==> config.mk <==
export PLATFORM = sky130hd
export DESIGN_NAME = mmio_port_bank
export DESIGN_NICKNAME = d
export VERILOG_FILES = /design/src/rtl/mmio_port_bank.sv
export SDC_FILE = /design/constraint.sdc
export NUM_CORES = 1
export LEC_CHECK = 0
export ABC_AREA = 1
export BUFFER_PORTS_ARGS = -buffer_cell sky130_fd_sc_hd__buf_2
export CORE_ASPECT_RATIO = 0.5
export CORE_MARGIN = 4
export CORE_UTILIZATION = 50
export CTS_BUF_LIST = sky130_fd_sc_hd__clkbuf_8 sky130_fd_sc_hd__clkbuf_16
export CTS_CLUSTER_SIZE = 24
export DETAILED_ROUTE_END_ITERATION = 6
export HOLD_SLACK_MARGIN = 0.08
export PLACE_DENSITY = 0.84
export SYNTH_ARGS = -nofsm -noshare
export SYNTH_HDL_FRONTEND = slang
export SYNTH_SLANG_ARGS = --single-unit
==> constraint.sdc <==
create_clock -name clk -period 2.5 [get_ports clk]
set_input_delay 0.375 -clock clk [delete_from_list [all_inputs] [get_ports clk]]
set_output_delay 0.375 -clock clk [all_outputs]
set_load 0.01 [all_outputs]
==> src/rtl/mmio_port_bank.sv <==
// Memory-mapped bank of NUM_PORTS output ports plus one synchronised input port.
// Define MMIO_PORT_IRQ_EN to add rising-edge status/mask registers and the irq output.
module mmio_port_bank #(
    parameter logic [15:0] BASE_ADDR = 16'h8400,
    parameter int          NUM_PORTS = 4,
    parameter int          PORT_W    = 8,
    parameter logic [7:0]  OUT_RESET = 8'h00
) (
    input  logic                        clk,
    input  logic                        reset,
    input  logic [15:0]                 cpu_addr,
    input  logic [7:0]                  cpu_data_out,
    input  logic                        cpu_writing,
    input  logic                        cpu_clk,
    output logic [NUM_PORTS*PORT_W-1:0] io_port,
    output logic [NUM_PORTS-1:0]        port_wr,
    input  logic [PORT_W-1:0]           in_pins,
    output logic [7:0]                  rd_data,
    output logic                        rd_hit
`ifdef MMIO_PORT_IRQ_EN
    ,
    output logic                        irq
`endif
);

    function automatic logic [7:0] zext(input logic [PORT_W-1:0] v);
        logic [7:0] r;
        r = 8'h00;
        r[PORT_W-1:0] = v;
        return r;
    endfunction

    logic                        hit_s;
    logic [3:0]                  off_s;
    logic                        wq_s;
    logic                        commit_s;
    logic                        wq_d_r;
    logic                        arm_r;
    logic [NUM_PORTS*PORT_W-1:0] io_port_r;
    logic [NUM_PORTS-1:0]        port_wr_r;
    logic [PORT_W-1:0]           s1_r;
    logic [PORT_W-1:0]           s2_r;
    logic [7:0]                  rd_mux_s;
    logic [7:0]                  rd_data_r;
    logic                        rd_hit_r;

    assign hit_s = (cpu_addr[15:4] == BASE_ADDR[15:4]);
    assign off_s = cpu_addr[3:0];
    assign wq_s  = cpu_writing & ~cpu_clk & hit_s;
    // arm_r blocks a commit from a wq that was already high when reset released
    assign commit_s = wq_s & ~wq_d_r & arm_r;

    // Write-qualifier edge tracking and re-arm after reset
    always_ff @(posedge clk or posedge reset) begin
        if (reset) begin
            wq_d_r <= 1'b0;
            arm_r  <= 1'b0;
        end else begin
            wq_d_r <= wq_s;
            arm_r  <= arm_r | ~wq_s;
        end
    end

    // Output port registers and one-cycle write strobes
    always_ff @(posedge clk or posedge reset) begin
        if (reset) begin
            io_port_r <= {NUM_PORTS{OUT_RESET[PORT_W-1:0]}};
            port_wr_r <= {NUM_PORTS{1'b0}};
        end else begin
            port_wr_r <= {NUM_PORTS{1'b0}};
            for (int k = 0; k < NUM_PORTS; k++) begin
                if (commit_s && (off_s == 4'(k))) begin
                    io_port_r[k*PORT_W +: PORT_W] <= cpu_data_out[PORT_W-1:0];
                    port_wr_r[k]                  <= 1'b1;
                end
            end
        end
    end

    // Two-flop input synchroniser
    always_ff @(posedge clk or posedge reset) begin
        if (reset) begin
            s1_r <= {PORT_W{1'b0}};
            s2_r <= {PORT_W{1'b0}};
        end else begin
            s1_r <= in_pins;
            s2_r <= s1_r;
        end
    end

`ifdef MMIO_PORT_IRQ_EN
    logic [PORT_W-1:0] s3_r;
    logic [PORT_W-1:0] status_r;
    logic [PORT_W-1:0] mask_r;
    logic              irq_r;
    logic [PORT_W-1:0] rise_s;
    logic [PORT_W-1:0] clr_s;

    // Edge detect and write-1-to-clear decode
    always_comb begin
        rise_s = s2_r & ~s3_r;
        if (commit_s && (off_s == 4'h9)) begin
            clr_s = cpu_data_out[PORT_W-1:0];
        end else begin
            clr_s = {PORT_W{1'b0}};
        end
    end

    // Status (set wins over clear), mask and registered interrupt
    always_ff @(posedge clk or posedge reset) begin
        if (reset) begin
            s3_r     <= {PORT_W{1'b0}};
            status_r <= {PORT_W{1'b0}};
            mask_r   <= {PORT_W{1'b0}};
            irq_r    <= 1'b0;
        end else begin
            s3_r     <= s2_r;
            status_r <= (status_r & ~clr_s) | rise_s;
            if (commit_s && (off_s == 4'hA)) begin
                mask_r <= cpu_data_out[PORT_W-1:0];
            end
            irq_r    <= |(status_r & mask_r);
        end
    end

    assign irq = irq_r;
`endif

    // Read data selection for the current offset
    always_comb begin
        rd_mux_s = 8'h00;
        case (off_s)
            4'h8: rd_mux_s = zext(s2_r);
`ifdef MMIO_PORT_IRQ_EN
            4'h9: rd_mux_s = zext(status_r);
            4'hA: rd_mux_s = zext(mask_r);
`endif
            default: begin
                for (int k = 0; k < NUM_PORTS; k++) begin
                    rd_mux_s = (off_s == 4'(k)) ? zext(io_port_r[k*PORT_W +: PORT_W]) : rd_mux_s;
                end
            end
        endcase
    end

    // Registered read port; zero outside the window
    always_ff @(posedge clk or posedge reset) begin
        if (reset) begin
            rd_data_r <= 8'h00;
            rd_hit_r  <= 1'b0;
        end else begin
            rd_data_r <= hit_s ? rd_mux_s : 8'h00;
            rd_hit_r  <= hit_s;
        end
    end

    assign io_port = io_port_r;
    assign port_wr = port_wr_r;
    assign rd_data = rd_data_r;
    assign rd_hit  = rd_hit_r;

endmodule

==> flow_summary_export.csv <==
group,metric,value,unit
status,outcome,"complete, no violations",
global_route,grt_pass1_vias,2381,
floorplanning,die_area,6920,um^2
logic_synthesis,yosys.area.top_type,"dfrtp_1",
detailed_routing,first_pass_iters,7,
critical_path,cp.depth,5,
global_route,grt_max_degree,38,
logic_synthesis,synth_warnings,0,
critical_path,cp_slowest_cell,"nor2_4",
logic_synthesis,ys_types,20,
clock_tree,cts_buffers,9,
critical_path,crit_required,2.78,ns
clock_tree,cts_hold_buf,0,
timing,rsz0062_at_grt,"no",
clock_tree,post-cts-setup-buffer-count,0,
critical_path,cp_top_family,"simple AND/OR/NAND/NOR gates",
critical_path,cp-start-kind,"flop",
timing,fin_crit_sh,72.4,%
final_layout,design_area,3410,um^2
clock_tree,tritoncts,"done",
final_layout,syn2layout_area_growth,22.0,%
global_route,grt_usage,21.0,%
worst_hold_path,hold_path_class,"in -> async",
detailed_routing,drt-initial-drc-count,222,
logic_synthesis,synthFlopType,"dfrtp_1",
final_layout,final_util,66.1,%
detailed_routing,drt-total-wl,6.92,mm
logic_synthesis,ys_seq_area_share,56.5,%
critical_path,r2r_slack,0.69,ns
clock_tree,ctsHtreeMaxLevel,3,
final_layout,nets,428,
logic_synthesis,synth_top_area_share,56.5,%
timing,fin_hold_ws,0.0903,ns
timing,finalSetupViolCount,0,
critical_path,reg2reg_from,"wq_d_r",
global_route,grt_antenna_before_repair,0,
floorplanning,io-pin-count,81,
floorplanning,fp.dieH,60.8,um
final_layout,final_cells,467,
clock_tree,clock_sinks,63,
clock_tree,clk_pin_slew,0.07,ns
logic_synthesis,synth_area_per_cell,9.07,um^2
logic_synthesis,synth_most_common_cell,"nand2_1",
detailed_routing,drc,0,
detailed_routing,post_drt_via_cell_ratio,5.19,
logic_synthesis,synth_edf_count,0,
timing,final_max_slew_viol_count,0,
pwr,powerDensity,592,nW/um^2
floorplanning,start_util,54.1,%
place,routabilityCongestion,0.855,
final_layout,n_antenna_cell,0,
floorplanning,die_w,114,um
timing,fin_crit,1.81,ns
place,placed_cells,451,
floorplanning,core,5160,um^2
timing,tns,0,ns
critical_path,worst-path-buf-inv,1,
detailed_routing,postRouteAntennaNets,0,
critical_path,r2r-end,"io_port[23]",
final_layout,drive_gt1_share,29.2,%
place,port_buffers,80,
critical_path,critPathKind,"reg -> reg",
logic_synthesis,async_flop_share,100,%
clock_tree,clock_tree.buffer_depth,2,
critical_path,crit_chain,"nor2_2 -> inv_1 -> nor2_4 -> nand3_1 -> nand2_1",
logic_synthesis,syn_area,2790,um^2
pwr,irDropWorstVdd,0.407,mV
clock_tree,cts_resized,0,
flow_run,cap_violations,0,
critical_path,crit_fanout,32,
logic_synthesis,synth_nets,344,
timing,tightest_slew,0.707,ns
logic_synthesis,synth_common_cells,"109 x nand2_1, 63 x dfrtp_1, 47 x nand3_1",
timing,max_freq,553,MHz
detailed_routing,wire_per_inst,14.8,um
logic_synthesis,ys_ff_latch,63,
global_route,gr-total-overflow,0,
critical_path,worstPathArrival,2.09,ns
detailed_routing,vias,2426,
timing,hold_violations,0,
critical_path,slowest_delay,0.59,ns
place,placement.cell_area,3210,um^2
pwr,leakagePower,0.00203,uW
floorplanning,num_rows,18,
critical_path,r2r_cells,5,
logic_synthesis,synthTopCellsByArea,"dfrtp_1 56%, nand2_1 15%, nand3_1 8.4%",
timing,finalClockSkew,0.00616,ns
global_route,grt_pass1_wl,11.0,mm
logic_synthesis,postSynthCellCount,308,
critical_path,cp-end-kind,"flop",
clock_tree,cts_root_buf,"clkbuf_8",
timing,slew_headroom,52.8,%
final_layout,nFillCells,401,
clock_tree,insertion_delay,0.35,ns
place,dp_hpwl,4.82,mm
## worst register-to-register path: cells and delay by family, from the launching register on
| kind | cells | cell delay, ns |
|---|---|---|
| and+or+nand+nor | 4 | 1.25 |
| DFF | 1 | 0.37 |
| buffers and inverters | 1 | 0.13 |
## metrics by stage
step / worst slack [ns] / total power [uW]
floorplan: 0.555 / 1110
global placement: 0.667 / 1160
detailed placement: 0.612 / 1170
CTS: 0.710 / 2030
global route: 0.567 / 2090
finish: 0.690 / 2020
## how the worst max path moves through the flow
stage,start,to,slack (ns)
after floorplan,reset,arm_r,0.56
after global placement,cpu_addr[14],io_port[0],0.67
after detailed placement,cpu_clk,io_port[21],0.61
after CTS,wq_d_r,io_port[23],0.71
after global routing,wq_d_r,io_port[23],0.57
final,wq_d_r,io_port[23],0.69
## routing by layer
metal	routed length (um)	share of wire [%]	track usage, %
met1	2690	39	24.6
met2	3470	50	37.2
met3	614	8.9	7.97
met4	148	2.1	6.34
met5	0	0	0
## placed cells by master (no fill, tap or decap), drive strengths merged
master / n
buf: 81
nor2: 26
nand2: 111
nand3b: 1
nand4: 4
clkinvlp: 1
a21oi: 7
inv: 32
bufinv: 1
o21ai: 8
dfrtp: 63
clkinv: 5
nand3: 48
clkbuf: 9
## final cells by class
class	instances	area, um^2	area share, %
Inverter	32	125	3.67
Clock buffer	9	124	3.63
Clock inverter	7	73.8	2.17
Timing Repair Buffer	81	420	12.3
Sequential cell	63	1580	46.3
Tap cell	70	87.6	2.57
Multi-Input combinational cell	205	1000	29.4
## state kept, by name, summed over array words and instances, names as in the netlist
name,cells
arm_r,1
io_port,32
port_wr,4
rd_data,8
rd_hit,1
s1_r,8
s2_r,8
wq_d_r,1
## cells by family after synthesis
| group | count (synthesis) | synth area share (%) |
|---|---|---|
| DFF | 63 | 56.5 |
| and+or+nand+nor | 190 | 33.2 |
| AOI/OAI and AO/OA | 15 | 2.69 |
| buffers and inverters | 40 | 7.71 |
## report_power, final
part	total [uW]	internal, uW	leakage, uW	switching [uW]
Clock	867	461	0.0000992	406
Sequential	1040	1030	0.000838	3.89
Combinational	114	36.6	0.00109	77.9
Total	2020	1530	0.00203	488
Note: power is estimated with default switching activity, not from simulation.
